$ cat config.mk
export PLATFORM = sky130hd
export DESIGN_NAME = mem_arbiter
export DESIGN_NICKNAME = d
export VERILOG_FILES = /design/src/rtl/mem_arbiter.sv
export SDC_FILE = /design/constraint.sdc
export NUM_CORES = 1
export LEC_CHECK = 0
export ABC_AREA = 1
export BUFFER_PORTS_ARGS = -buffer_cell sky130_fd_sc_hd__buf_2
export CAP_MARGIN = 30
export CORE_ASPECT_RATIO = 0.7
export CORE_MARGIN = 2
export CORE_UTILIZATION = 42
export DETAILED_ROUTE_END_ITERATION = 12
export PLACE_DENSITY = 0.8
export SLEW_MARGIN = 20
export SYNTH_ARGS = -nofsm -noshare
export SYNTH_HDL_FRONTEND = slang
export SYNTH_SLANG_ARGS = --single-unit
$ cat constraint.sdc
create_clock -name clk_i -period 2.2 [get_ports clk_i]
set_clock_uncertainty 0.15 [all_clocks]
set_input_delay 0.33 -clock clk_i [delete_from_list [all_inputs] [get_ports clk_i]]
set_output_delay 0.33 -clock clk_i [all_outputs]
set_load 0.05 [all_outputs]
$ cat src/rtl/mem_arbiter.sv
// -----------------------------------------------------------------------------
// mem_arbiter
//
// Round-robin arbiter that shares one SRAM port between up to four requesters
// (index 0 = control unit). On a grant the winner's address, direction and
// write data are latched and a fixed-length SRAM access is run: one address
// setup cycle plus WAIT_CYCLES further cycles, then a one-cycle DONE state
// that pulses done to the winner. Read data is captured on the last access
// edge and held on rdata_o until the next read completes.
//
// Optional feature: define MEM_ARBITER_LOCK_EN to add the lock_i port and a
// bus-lock owner register, used for stack read-modify-write sequences. With
// the macro undefined the arbiter is pure round-robin.
//
// Ports:
//   clk_i        system clock, all state changes on the rising edge
//   reset_i      synchronous active-high reset
//   req_i        request level per requester, held until done
//   we_i         1 = write, 0 = read, sampled at grant
//   addr_i       flattened addresses, requester i at [i*ADDR_W +: ADDR_W]
//   wdata_i      flattened write data, same packing
//   lock_i       bus-lock request (MEM_ARBITER_LOCK_EN only)
//   gnt_o        one-hot grant, high for the whole transaction
//   done_o       one-cycle completion pulse to the granted requester
//   rdata_o      last read data
//   busy_o       high in any state other than IDLE
//   mem_addr_o   SRAM address
//   mem_wdata_o  SRAM write data
//   mem_oe_o     SRAM output enable (active high)
//   mem_we_o     SRAM write enable (active high)
//   mem_rdata_i  SRAM read data
// -----------------------------------------------------------------------------
module mem_arbiter #(
    parameter int NUM_REQ     = 4,
    parameter int ADDR_W      = 16,
    parameter int DATA_W      = 8,
    parameter int WAIT_CYCLES = 2
) (
    input  logic                       clk_i,
    input  logic                       reset_i,
    input  logic [NUM_REQ-1:0]         req_i,
    input  logic [NUM_REQ-1:0]         we_i,
    input  logic [NUM_REQ*ADDR_W-1:0]  addr_i,
    input  logic [NUM_REQ*DATA_W-1:0]  wdata_i,
`ifdef MEM_ARBITER_LOCK_EN
    input  logic [NUM_REQ-1:0]         lock_i,
`endif
    output logic [NUM_REQ-1:0]         gnt_o,
    output logic [NUM_REQ-1:0]         done_o,
    output logic [DATA_W-1:0]          rdata_o,
    output logic                       busy_o,
    output logic [ADDR_W-1:0]          mem_addr_o,
    output logic [DATA_W-1:0]          mem_wdata_o,
    output logic                       mem_oe_o,
    output logic                       mem_we_o,
    input  logic [DATA_W-1:0]          mem_rdata_i
);

    localparam int IDX_W = $clog2(NUM_REQ);

    // Elaboration-time parameter checks.
    if (WAIT_CYCLES < 1 || WAIT_CYCLES > 15) begin : g_bad_wait
        $error("mem_arbiter: WAIT_CYCLES must be in 1..15");
    end
    if (NUM_REQ < 2 || NUM_REQ > 4) begin : g_bad_num_req
        $error("mem_arbiter: NUM_REQ must be in 2..4");
    end

    typedef enum logic [1:0] {
        ST_IDLE   = 2'd0,
        ST_ACCESS = 2'd1,
        ST_DONE   = 2'd2
    } state_e;

    // Index increment that wraps at NUM_REQ-1 (NUM_REQ need not be a power of two).
    function automatic logic [IDX_W-1:0] next_idx(input logic [IDX_W-1:0] cur);
        logic [IDX_W-1:0] nxt;
        if (cur >= IDX_W'(NUM_REQ - 1)) begin
            nxt = {IDX_W{1'b0}};
        end else begin
            nxt = cur + IDX_W'(1);
        end
        return nxt;
    endfunction

    state_e              state_q, state_d;
    logic [3:0]          cnt_q, cnt_d;
    logic [IDX_W-1:0]    last_win_q, last_win_d;
    logic                we_lat_q, we_lat_d;
    logic [NUM_REQ-1:0]  gnt_q, gnt_d;
    logic [NUM_REQ-1:0]  done_q, done_d;
    logic                busy_q, busy_d;
    logic [ADDR_W-1:0]   mem_addr_q, mem_addr_d;
    logic [DATA_W-1:0]   mem_wdata_q, mem_wdata_d;
    logic                mem_oe_q, mem_oe_d;
    logic                mem_we_q, mem_we_d;
    logic [DATA_W-1:0]   rdata_q, rdata_d;

`ifdef MEM_ARBITER_LOCK_EN
    logic                lock_vld_q, lock_vld_d;
    logic [IDX_W-1:0]    lock_own_q, lock_own_d;
    logic [IDX_W-1:0]    win_q, win_d;
`endif

    logic                rr_found_s;
    logic [IDX_W-1:0]    rr_idx_s;
    logic [IDX_W-1:0]    cand_s;
    logic                grant_s;
    logic [IDX_W-1:0]    win_sel_s;
    logic                adv_rr_s;

    // Round-robin search starting one past the last winner.
    always_comb begin
        rr_found_s = 1'b0;
        rr_idx_s   = last_win_q;
        cand_s     = next_idx(last_win_q);
        for (int k = 0; k < NUM_REQ; k++) begin
            if (!rr_found_s && req_i[cand_s]) begin
                rr_found_s = 1'b1;
                rr_idx_s   = cand_s;
            end else begin
                rr_found_s = rr_found_s;
            end
            cand_s = next_idx(cand_s);
        end
    end

    // Winner selection: a requesting lock owner bypasses round-robin and
    // does not advance the round-robin pointer.
    always_comb begin
        grant_s   = rr_found_s;
        win_sel_s = rr_idx_s;
        adv_rr_s  = rr_found_s;
`ifdef MEM_ARBITER_LOCK_EN
        if (lock_vld_q && req_i[lock_own_q]) begin
            grant_s   = 1'b1;
            win_sel_s = lock_own_q;
            adv_rr_s  = 1'b0;
        end else begin
            grant_s   = rr_found_s;
        end
`endif
    end

    // Next-state and registered-output logic.
    always_comb begin
        state_d     = state_q;
        cnt_d       = cnt_q;
        last_win_d  = last_win_q;
        we_lat_d    = we_lat_q;
        gnt_d       = gnt_q;
        done_d      = {NUM_REQ{1'b0}};
        busy_d      = busy_q;
        mem_addr_d  = mem_addr_q;
        mem_wdata_d = mem_wdata_q;
        mem_oe_d    = 1'b0;
        mem_we_d    = 1'b0;
        rdata_d     = rdata_q;
`ifdef MEM_ARBITER_LOCK_EN
        lock_vld_d  = lock_vld_q;
        lock_own_d  = lock_own_q;
        win_d       = win_q;
`endif

        case (state_q)
            ST_IDLE: begin
`ifdef MEM_ARBITER_LOCK_EN
                // Owner that stopped requesting gives up the lock.
                if (lock_vld_q && !req_i[lock_own_q]) begin
                    lock_vld_d = 1'b0;
                end else begin
                    lock_vld_d = lock_vld_q;
                end
`endif
                if (grant_s) begin
                    state_d     = ST_ACCESS;
                    cnt_d       = 4'(WAIT_CYCLES);
                    gnt_d       = {{(NUM_REQ-1){1'b0}}, 1'b1} << win_sel_s;
                    busy_d      = 1'b1;
                    we_lat_d    = we_i[win_sel_s];
                    mem_addr_d  = addr_i[int'(win_sel_s)*ADDR_W +: ADDR_W];
                    mem_wdata_d = wdata_i[int'(win_sel_s)*DATA_W +: DATA_W];
                    // First access cycle is address setup: OE for reads, no WE.
                    mem_oe_d    = ~we_i[win_sel_s];
                    mem_we_d    = 1'b0;
`ifdef MEM_ARBITER_LOCK_EN
                    win_d       = win_sel_s;
`endif
                    if (adv_rr_s) begin
                        last_win_d = win_sel_s;
                    end else begin
                        last_win_d = last_win_q;
                    end
                end else begin
                    state_d = ST_IDLE;
                    busy_d  = 1'b0;
                end
            end

            ST_ACCESS: begin
                if (cnt_q == 4'd0) begin
                    // Last access edge: reads capture SRAM data.
                    state_d  = ST_DONE;
                    done_d   = gnt_q;
                    mem_oe_d = 1'b0;
                    mem_we_d = 1'b0;
                    if (!we_lat_q) begin
                        rdata_d = mem_rdata_i;
                    end else begin
                        rdata_d = rdata_q;
                    end
                end else begin
                    cnt_d    = cnt_q - 4'd1;
                    mem_oe_d = ~we_lat_q;
                    mem_we_d = we_lat_q;
                end
            end

            ST_DONE: begin
                state_d = ST_IDLE;
                gnt_d   = {NUM_REQ{1'b0}};
                busy_d  = 1'b0;
`ifdef MEM_ARBITER_LOCK_EN
                // Winner's lock level in DONE decides ownership.
                lock_vld_d = lock_i[win_q];
                lock_own_d = win_q;
`endif
            end

            default: begin
                state_d = ST_IDLE;
                gnt_d   = {NUM_REQ{1'b0}};
                busy_d  = 1'b0;
            end
        endcase
    end

    // State and output registers with synchronous reset.
    always_ff @(posedge clk_i) begin
        if (reset_i) begin
            state_q     <= ST_IDLE;
            cnt_q       <= 4'd0;
            last_win_q  <= IDX_W'(NUM_REQ - 1);
            we_lat_q    <= 1'b0;
            gnt_q       <= {NUM_REQ{1'b0}};
            done_q      <= {NUM_REQ{1'b0}};
            busy_q      <= 1'b0;
            mem_addr_q  <= {ADDR_W{1'b0}};
            mem_wdata_q <= {DATA_W{1'b0}};
            mem_oe_q    <= 1'b0;
            mem_we_q    <= 1'b0;
            rdata_q     <= {DATA_W{1'b0}};
`ifdef MEM_ARBITER_LOCK_EN
            lock_vld_q  <= 1'b0;
            lock_own_q  <= {IDX_W{1'b0}};
            win_q       <= {IDX_W{1'b0}};
`endif
        end else begin
            state_q     <= state_d;
            cnt_q       <= cnt_d;
            last_win_q  <= last_win_d;
            we_lat_q    <= we_lat_d;
            gnt_q       <= gnt_d;
            done_q      <= done_d;
            busy_q      <= busy_d;
            mem_addr_q  <= mem_addr_d;
            mem_wdata_q <= mem_wdata_d;
            mem_oe_q    <= mem_oe_d;
            mem_we_q    <= mem_we_d;
            rdata_q     <= rdata_d;
`ifdef MEM_ARBITER_LOCK_EN
            lock_vld_q  <= lock_vld_d;
            lock_own_q  <= lock_own_d;
            win_q       <= win_d;
`endif
        end
    end

    assign gnt_o       = gnt_q;
    assign done_o      = done_q;
    assign busy_o      = busy_q;
    assign mem_addr_o  = mem_addr_q;
    assign mem_wdata_o = mem_wdata_q;
    assign mem_oe_o    = mem_oe_q;
    assign mem_we_o    = mem_we_q;
    assign rdata_o     = rdata_q;

endmodule

Word level (Yosys, flattened, before mapping)
Cells that the tools add are included.

Register bits after elaboration: 52. Input port bits: 114. Output and inout port bits: 43. Logic and storage cells: 87.

Add/sub/neg operators: 5. $lt $le $gt $ge: 9. Equal/unequal tests: 4. Shift operators: 3. Muxes and demuxes: 35. Bitwise gates (word level): 4. Reduce and logical (&&, ||, !) cells: 15.

Operator list (number): 64-bit by 7-bit variable part select with 16-bit output (1); 32-bit by 6-bit variable part select with 8-bit output (1); 2-bit 2-to-1 mux (9); 4-bit one-hot mux with 2 select lines (2); 2-bit by 3-bit < comparator with 1-bit output (second input constant) (5); 1-bit 2-to-1 mux (13); 4-bit 2-to-1 mux (3); 1-bit binary-select mux with 2-bit select (5); 2-bit by 1-bit adder with 2-bit output (second input constant) (4); 2-bit greater-or-equal comparator (second input constant) (4); 2-bit != test (second input constant) (3); 3-bit AND reduction (2); 3-bit OR reduction (2); 4-bit logical NOT (1); 1-bit inverter (4); 1-bit one-hot mux with 2 select lines (2); 2-bit one-hot mux with 2 select lines (1); 2-bit AND reduction (2); 1-bit by 2-bit << shifter with 4-bit output (first input constant) (1); 4-bit by 1-bit subtractor with 4-bit output (second input constant) (1); 1-bit logical AND (3); 1-bit logical NOT (3); 2-bit by 1-bit equality test with 1-bit output (second input constant) (1); 2-bit logical NOT (1); 2-bit nonzero test (1).

Depth between registers and ports, before layout
Gate-level depths: netlist (run 1).

Depth after elaboration: 19. Gate-level depth with buffers: 19. Gate-level depth less buffers: 18.

Worst setup path after synthesis (run 1)
No wires, ideal clock.

Kind: register -> register. From: register last_win_q[0]. To: register mem_addr_q[4], in the netlist mem_addr_o[4]. Arrival: 2067 ps. Slack: -126 ps. Stages on the path, launching flop included: 18. Clock period less this slack: 2326 ps. Path through: dfxtp_1 > ha_1 > inv_1 > nand2_1 > nand2_1 > nand2_1 > nand2_2 > nand4_1 > nand3_2 > nand2_4 > buf_6 > buf_6 > nand2_1 > nand2_1 > nand2_1 > nand4_1 > nand2_1 > inv_1.

Longest elaborated chain between the ends: 15.

RTL lines: start, declared (RTL line 88) `logic [IDX_W-1:0] last_win_q, last_win_d;`; start signal, assigned (RTL line 243) `last_win_q <= IDX_W'(NUM_REQ - 1);`; start signal, assigned (RTL line 261) `last_win_q <= last_win_d;`; branches (longest 15 deep; another with 2-bit by 1-bit adder with 2-bit output); end signal, assigned (RTL line 248) `mem_addr_q <= {ADDR_W{1'b0}};`; end signal, assigned (RTL line 266) `mem_addr_q <= mem_addr_d;`; end, declared (RTL line 93) `logic [ADDR_W-1:0] mem_addr_q, mem_addr_d;`.

Parallel ways; which one is timed is not known. The select of a mux whose other input is x is not followed. A chain may end at the register's enable or synchronous reset.

Worst setup path in the final report (run 1)
From: register last_win_q[0]. To: register cnt_q[2].

Longest elaborated chain between the ends: 16.

RTL lines: 2-bit by 1-bit adder with 2-bit output or 2-bit greater-or-equal comparator (tied branches) (RTL line 81, 78); 2-bit 2-to-1 mux * (RTL line 78) `if (cur >= IDX_W'(NUM_REQ - 1)) begin`; branches (longest 11 deep; another with 2-bit by 1-bit adder with 2-bit output); 1-bit 2-to-1 mux * (RTL line 118) `if (!rr_found_s && req_i[cand_s]) begin`; 2-bit != test (no line) *; 3-bit AND reduction (no line) *; end signal, assigned (RTL line 260) `cnt_q <= cnt_d;`; end, declared (RTL line 87) `logic [3:0] cnt_q, cnt_d;`.

Mark *: on every way between the ends. The select of a mux whose other input is x is not followed.

==> results of run 1 <==
==> worst min-delay path: stages <==
cell	delay (ns)
buf_2	0.10
nand2_1	0.05
a21oi_1	0.05
==> registers in the layout, summed over array words and instances (netlist names) <==
register     count
busy_o           1
cnt_q            4
done_o           4
gnt_o            4
last_win_q       2
mem_addr_o      16
mem_oe_o         1
mem_wdata_o      8
mem_we_o         1
rdata_o          8
state_q          2
we_lat_q         1
==> routing by layer <==
layer,GRT usage,vias up
met5,0,-
met4,0.1104,0
met3,0.05988,46
met2,0.4465,212
met1,0.3347,1796
li1,-,2003
==> timing repair <==
action | CTS | global route
buffers inserted | 19 | 3
setup endpoints to repair | 38 | 38
gates resized for setup | 59 | 40
hold buffers | 0 | 0
gates cloned | 3 | 1
pin swaps | 24 | 29
==> through the flow <==
step	utilization	TNS (ns)	worst slack [ns]	hold slack [ns]
final	0.6749	-8.848	-0.2955	0.1052
after global placement	0.5776	-2.127	-0.1329	0.2841
after CTS	0.6454	-3.210	-0.1281	0.1047
after global routing	0.6749	-12.96	-0.4134	0.09584
after floorplan	-	0	0.01181	0.2937
after detailed placement	0.5776	-5.740	-0.2339	0.2886
==> worst paths after layout <==
kind                                                 to  slack, ns
worst min-delay path            rdata_o[5]$_SDFFE_PP0P_       0.11
worst max register to register    cnt_q[2]$_SDFFE_PP0P_      -0.30
worst max-delay path              cnt_q[2]$_SDFFE_PP0P_      -0.30
worst min register to register     done_o[3]$_SDFF_PP0_       0.31
==> cells in the final DEF, fill, tap and decap left out, types with 5 or more instances in the layout <==
| cell type | Yosys | final |
|---|---|---|
| a21oi_1 | 17 | 13 |
| buf_12 | 0 | 5 |
| buf_2 | 3 | 156 |
| buf_4 | 8 | 36 |
| buf_6 | 4 | 13 |
| clkbuf_8 | 0 | 5 |
| dfxtp_1 | 52 | 50 |
| inv_1 | 50 | 47 |
| nand2_1 | 228 | 198 |
| nand2_2 | 4 | 22 |
| nand2_4 | 2 | 12 |
| nand3_1 | 26 | 16 |
| nand3_2 | 2 | 10 |
| nand4_1 | 22 | 22 |
| nor2_1 | 64 | 63 |
| nor2_4 | 3 | 8 |
==> logic make-up (layout without fill, tap and decap cells) <==
logic type,after synthesis,after routing,synth area share
simple gates,359,361,0.4942
buf+inv,75,275,0.1117
flops,52,52,0.3343
compound gates,26,26,0.04781
fa+ha+maj,3,3,0.01205
==> final cells by class <==
class | count | area, µm²
Clock buffer | 5 | 68.82
Multi-Input combinational cell | 390 | 2049
Inverter | 55 | 231.5
Clock inverter | 3 | 27.53
Tap cell | 98 | 122.6
Fill cell | 585 | 2359
Timing Repair Buffer | 212 | 1350
Sequential cell | 52 | 1046
==> results.py, run 1 <==
metrics = {
    "setup_path": {
        "crit_start": "last_win_q[0]$_SDFFE_PP1P_",
        "arrival_ns": 2.60,
        "crit_required_ns": 2.31,
        "path_delay_family": "simple AND/OR/NAND/NOR gates",
        "worst_path_max_delay_cell": "dfxtp_4",
        "end_kind": "flop",
        "start_kind": "flop",
        "max_stage_delay_ns": 0.38,
        "timing.rr.start": "last_win_q[0]$_SDFFE_PP1P_",
        "cp_cell_sequence": "ha_4 -> inv_8 -> nand2_2 -> nand2_4 -> inv_4 -> nor3_4 -> buf_4 -> nand2_2 -> nand2_4 -> nor2_4 -> buf_12 -> nor2_4 -> inv_2 -> nand3_2 -> nand2_1 -> a21oi_2",
        "critPathMaxFanout": 6,
        "worst-path-stages": 16,
        "ff2ff_path_depth": 16,
        "worst-path-buf-inv": 5,
        "criticalPathCategory": "flop to flop",
    },
    "floorplanning": {
        "initial_core_util": 0.4293,
        "pin_count": 157,
        "core_mm2": 0.007254,
        "die_height_um": 76.05,
        "die_x_um": 106.9,
        "dieArea_mm2": 0.008131,
        "rows": 26,
    },
    "flow_run": {
        "drv_cap": 0,
    },
    "logic_synthesis": {
        "synth_warnings": 0,
        "avgSynthCellArea_um2": 6.047,
        "ys_dominant_reg_cell": "dfxtp_1",
        "synth_cell_types": 29,
        "yosysTopAreaCell": "dfxtp_1",
        "synth_nets": 632,
        "async_flop_share": 0,
        "ys_seq_area_frac": 0.3343,
        "yosys-top-cells-count": "228 x nand2_1, 64 x nor2_1, 52 x dfxtp_1",
        "synth_most_common_cell": "nand2_1",
        "syn_area_mm2": 0.003114,
        "ys_ff_latch": 52,
        "synth_edf_count": 0,
        "synth_area_leaders": "dfxtp_1 33%, nand2_1 27%, nor2_1 7.7%, inv_1 6.0%, nand4_1 4.4%",
        "synth_cells": 515,
        "synth_top_area_frac": 0.3343,
    },
    "sta": {
        "fmax_mhz": 400.7,
        "rsz0062_at_grt": "true",
        "finalHoldViolCount": 0,
        "timing.final.ws_setup_ns": -0.2955,
        "relSlewSlack": 0.7214,
        "setup_viol_count_final": 38,
        "drv_slew": 0,
        "period_share": 1.134,
        "fin_crit_ns": 2.496,
        "tightest_slew_ns": 0.4179,
    },
    "detailed_routing": {
        "avgViaCountPerCell": 4.978,
        "vias": 4057,
        "first_iter_violations": 267,
        "wl_met3_um": 994,
        "wl_met2_mm": 5.615,
        "wl_met1_mm": 4.841,
        "wire_per_inst_um": 14.59,
        "drt-total-wl_mm": 11.89,
        "drtAntennaViolNets": 0,
        "drt_first_pass_iters": 10,
        "drc": 1,
        "top_layer_used": "met4",
    },
    "global_route": {
        "grt_start_max_net_pins": 36,
        "grt_pass1_wl_mm": 17.47,
        "antenna_found_initial": 0,
        "grt_overflow": 0,
        "grt_use_total": 0.2680,
        "grt_pass1_vias": 3848,
    },
    "cts": {
        "cts_sinks": 52,
        "htreeDepth": 2,
        "numCtsBuffers": 5,
        "clk_path_buf_depth": 2,
        "clk_pin_slew_worst_paths_ns": 0.11,
        "clock_latency_ns": 0.33,
        "cts_tree": "done",
        "root_buffer": "clkbuf_8",
    },
    "placement": {
        "gp_congestion": 0.8794,
        "dpl-instance-area_mm2": 0.004190,
        "numPortBuffers": 156,
        "dpl.cell_count": 782,
        "hpwl_mm": 7.605,
    },
    "final_layout": {
        "diodes": 0,
        "drive_gt1_frac": 0.4184,
        "final_cell_count_no_fill": 815,
        "nets": 833,
        "stdcell_area_mm2": 0.004896,
        "areaGrowthSynthToFinish_pct": 57.21,
    },
    "run_status": {
        "status": "finished, violations left",
        "violations": "design-rule violations, negative setup slack",
    },
    "min_path": {
        "min_path_type": "primary input to flop",
        "min_from": "mem_rdata_i[5]",
        "min_path_cells": 3,
    },
}
Power of run 1 is left out: the tool's default activity adds up to more than one toggle a clock period on the data nets, which glitch-free logic cannot reach.
==> inputs of run 2 (changes only) <==
--- a/config.mk
+++ b/config.mk
@@ -8,11 +8,13 @@
 export ABC_AREA = 1
 export BUFFER_PORTS_ARGS = -buffer_cell sky130_fd_sc_hd__buf_2
 export CAP_MARGIN = 30
+export CELL_PAD_IN_SITES_DETAIL_PLACEMENT = 0
+export CELL_PAD_IN_SITES_GLOBAL_PLACEMENT = 1
 export CORE_ASPECT_RATIO = 0.7
 export CORE_MARGIN = 2
-export CORE_UTILIZATION = 42
+export CORE_UTILIZATION = 27
 export DETAILED_ROUTE_END_ITERATION = 12
-export PLACE_DENSITY = 0.8
+export PLACE_DENSITY = 0.79
 export SLEW_MARGIN = 20
 export SYNTH_ARGS = -nofsm -noshare
 export SYNTH_HDL_FRONTEND = slang
==> run 2 against run 1 <==
The flow finishes with violations (negative setup slack). Global-route usage is 9.5 points lower. Hold slack better by 0.034 ns. Sequential cell count unchanged. Design area is 1.0% higher. Utilization decreased by 23 points.
==> results.py, run 2 (same netlist as run 1, synthesis figures left out) <==
metrics = {
    "final_layout": {
        "final_cell_mix": "203 x nand2_1, 157 x buf_2, 57 x nor2_1",
        "final_cell_count_no_fill": 869,
        "nets": 831,
        "areaGrowthSynthToFinish_pct": 58.82,
        "final_util": 0.4444,
        "final_common_cell": "nand2_1",
        "drive_gt1_frac": 0.4070,
        "largest_register_ffs": 16,
    },
    "setup_path": {
        "crit_required_ns": 2.29,
        "timing.rr.start": "last_win_q[0]$_SDFFE_PP1P_",
        "criticalPathCategory": "flop to flop",
        "path_delay_family": "simple AND/OR/NAND/NOR gates",
        "arrival_ns": 2.44,
        "worst_path_max_delay_cell": "dfxtp_2",
        "critPathMaxFanout": 7,
        "reg2reg_slack_ns": -0.15,
        "end_kind": "flop",
        "ff2ff_path_depth": 18,
        "worst-path-buf-inv": 5,
        "crit_path_frequent_cell": "nand2_1",
        "r2r_end": "mem_addr_o[5]$_SDFFE_PP0P_",
        "max_stage_delay_ns": 0.34,
        "cp_cell_sequence": "ha_4 -> nand3_2 -> nand2_4 -> buf_4 -> inv_4 -> nand2_1 -> nand2_1 -> nand3_1 -> nand2_1 -> nand2_2 -> nand2_4 -> buf_12 -> nor2_4 -> buf_6 -> nand2_1 -> nand4_1 -> nand2_1 -> inv_1",
        "start_kind": "flop",
    },
    "cts": {
        "clk_path_buf_depth": 2,
        "htreeDepth": 2,
        "clk_pin_slew_worst_paths_ns": 0.07,
        "cts_sinks": 52,
        "numCtsBuffers": 5,
        "cts_tree": "done",
        "hold_buffers": 0,
        "root_buffer": "clkbuf_16",
        "clock_latency_ns": 0.29,
    },
    "sta": {
        "period_share": 1.067,
        "tightest_slew_ns": 0.4684,
        "drv_slew": 0,
        "relSlewSlack": 0.6877,
        "setup_viol_count_final": 35,
        "fmax_mhz": 426.0,
        "rsz0062_at_grt": "true",
        "timing.final.ws_setup_ns": -0.1476,
        "fin_crit_ns": 2.348,
        "finalHoldViolCount": 0,
    },
    "min_path": {
        "min_path_cells": 3,
        "min_to": "rdata_o[7]$_SDFFE_PP0P_",
        "min_path_type": "primary input to flop",
        "min_from": "mem_rdata_i[7]",
    },
    "detailed_routing": {
        "drc": 0,
        "wire_per_inst_um": 12.62,
        "drt_first_pass_iters": 4,
        "vias": 3852,
        "drtAntennaViolNets": 0,
        "drt-total-wl_mm": 10.96,
        "avgViaCountPerCell": 4.433,
        "first_iter_violations": 178,
    },
    "placement": {
        "hpwl_mm": 8.297,
        "place_worst_setup_slack_ns": -0.2915,
        "dpl.cell_count": 838,
        "numPortBuffers": 156,
        "gp_congestion": 0.8562,
    },
    "run_status": {
        "violations": "negative setup slack",
        "status": "finished, violations left",
    },
    "global_route": {
        "grt_pass1_vias": 3680,
        "grt_pass1_wl_mm": 17.31,
        "grt_overflow": 0,
        "grt_use_total": 0.1734,
        "antenna_found_initial": 1,
        "grt_start_max_net_pins": 22,
    },
    "floorplanning": {
        "core_mm2": 0.01113,
        "initial_core_util": 0.2798,
        "pin_count": 157,
        "die_height_um": 93.86,
        "die_x_um": 132.4,
        "rows": 32,
        "dieArea_mm2": 0.01242,
    },
    "flow_run": {
        "drv_cap": 0,
    },
}
run 2: cell types whose count changed in the layout (fill, tap and decap cells not counted), sizes merged:
cell      change
bufinv        +1
buf           -1
clkinvlp      -1
diode         +1
clkinv        -1
run 2: worst max path at each step:
stage / from / end / slack, ns / cells past startpoint
final: last_win_q[0]$_SDFFE_PP1P_ / mem_addr_o[5]$_SDFFE_PP0P_ / -0.15 / 18
after global routing: last_win_q[0]$_SDFFE_PP1P_ / mem_oe_o$_SDFF_PP0_ / -0.30 / 16
after CTS: last_win_q[0]$_SDFFE_PP1P_ / mem_addr_o[8]$_SDFFE_PP0P_ / -0.08 / 16
after detailed placement: last_win_q[1]$_SDFFE_PP1P_ / mem_addr_o[8]$_SDFFE_PP0P_ / -0.29 / 17
after global placement: last_win_q[1]$_SDFFE_PP1P_ / mem_wdata_o[2]$_SDFFE_PP0P_ / -0.21 / 15
after floorplan: last_win_q[0]$_SDFFE_PP1P_ / mem_addr_o[4]$_SDFFE_PP0P_ / 0.01 / 17
run 2: cell type report:
type	instances	area, µm²
diodes	1	2.502
clock buffers	6	128.9
clock inverters	2	38.79
fillers	1180	6185
inverters	55	229.0
multi-input cells	390	1967
flip-flops and latches	52	1044
well taps	153	191.4
repair buffers	210	1345
run 2: what timing repair did:
item | in CTS | in global routing
endpoints found under the setup margin | 37 | 38
gates resized for setup | 50 | 44
setup buffers | 18 | 4
cloned | 2 | 1
pin swaps | 24 | 18
run 2: worst register-to-register path, cell delays in order (launching register included):
cell	delay, ns
dfxtp_2	0.34
ha_4	0.32
nand3_2	0.12
nand2_4	0.10
buf_4	0.12
inv_4	0.04
nand2_1	0.07
nand2_1	0.05
nand3_1	0.07
nand2_1	0.07
nand2_2	0.10
nand2_4	0.08
buf_12	0.15
nor2_4	0.12
buf_6	0.14
nand2_1	0.05
nand4_1	0.08
nand2_1	0.06
inv_1	0.05
run 2: metrics by stage:
| step | setup TNS, ns | hold slack (ns) | area (µm²) |
|---|---|---|---|
| final | -3.889 | 0.1390 | 4946 |
| after global routing | -8.167 | 0.1366 | 4943 |
| after CTS | -1.908 | 0.1255 | 4766 |
| after detailed placement | -8.072 | 0.2922 | 4279 |
| after global placement | -4.866 | 0.2922 | 4279 |
| after floorplan | 0 | 0.2937 | 3128 |
run 2: per-layer routing:
| layer | GRT usage | up-vias | routed length, µm |
|---|---|---|---|
| li1 | - | 1997 | - |
| met1 | 0.2163 | 1716 | 4983 |
| met2 | 0.2910 | 122 | 5027 |
| met3 | 0.05286 | 17 | 749 |
| met4 | 0.04839 | 0 | 203 |
| met5 | 0 | - | 0 |
Power of run 2 is left out for the same reason.
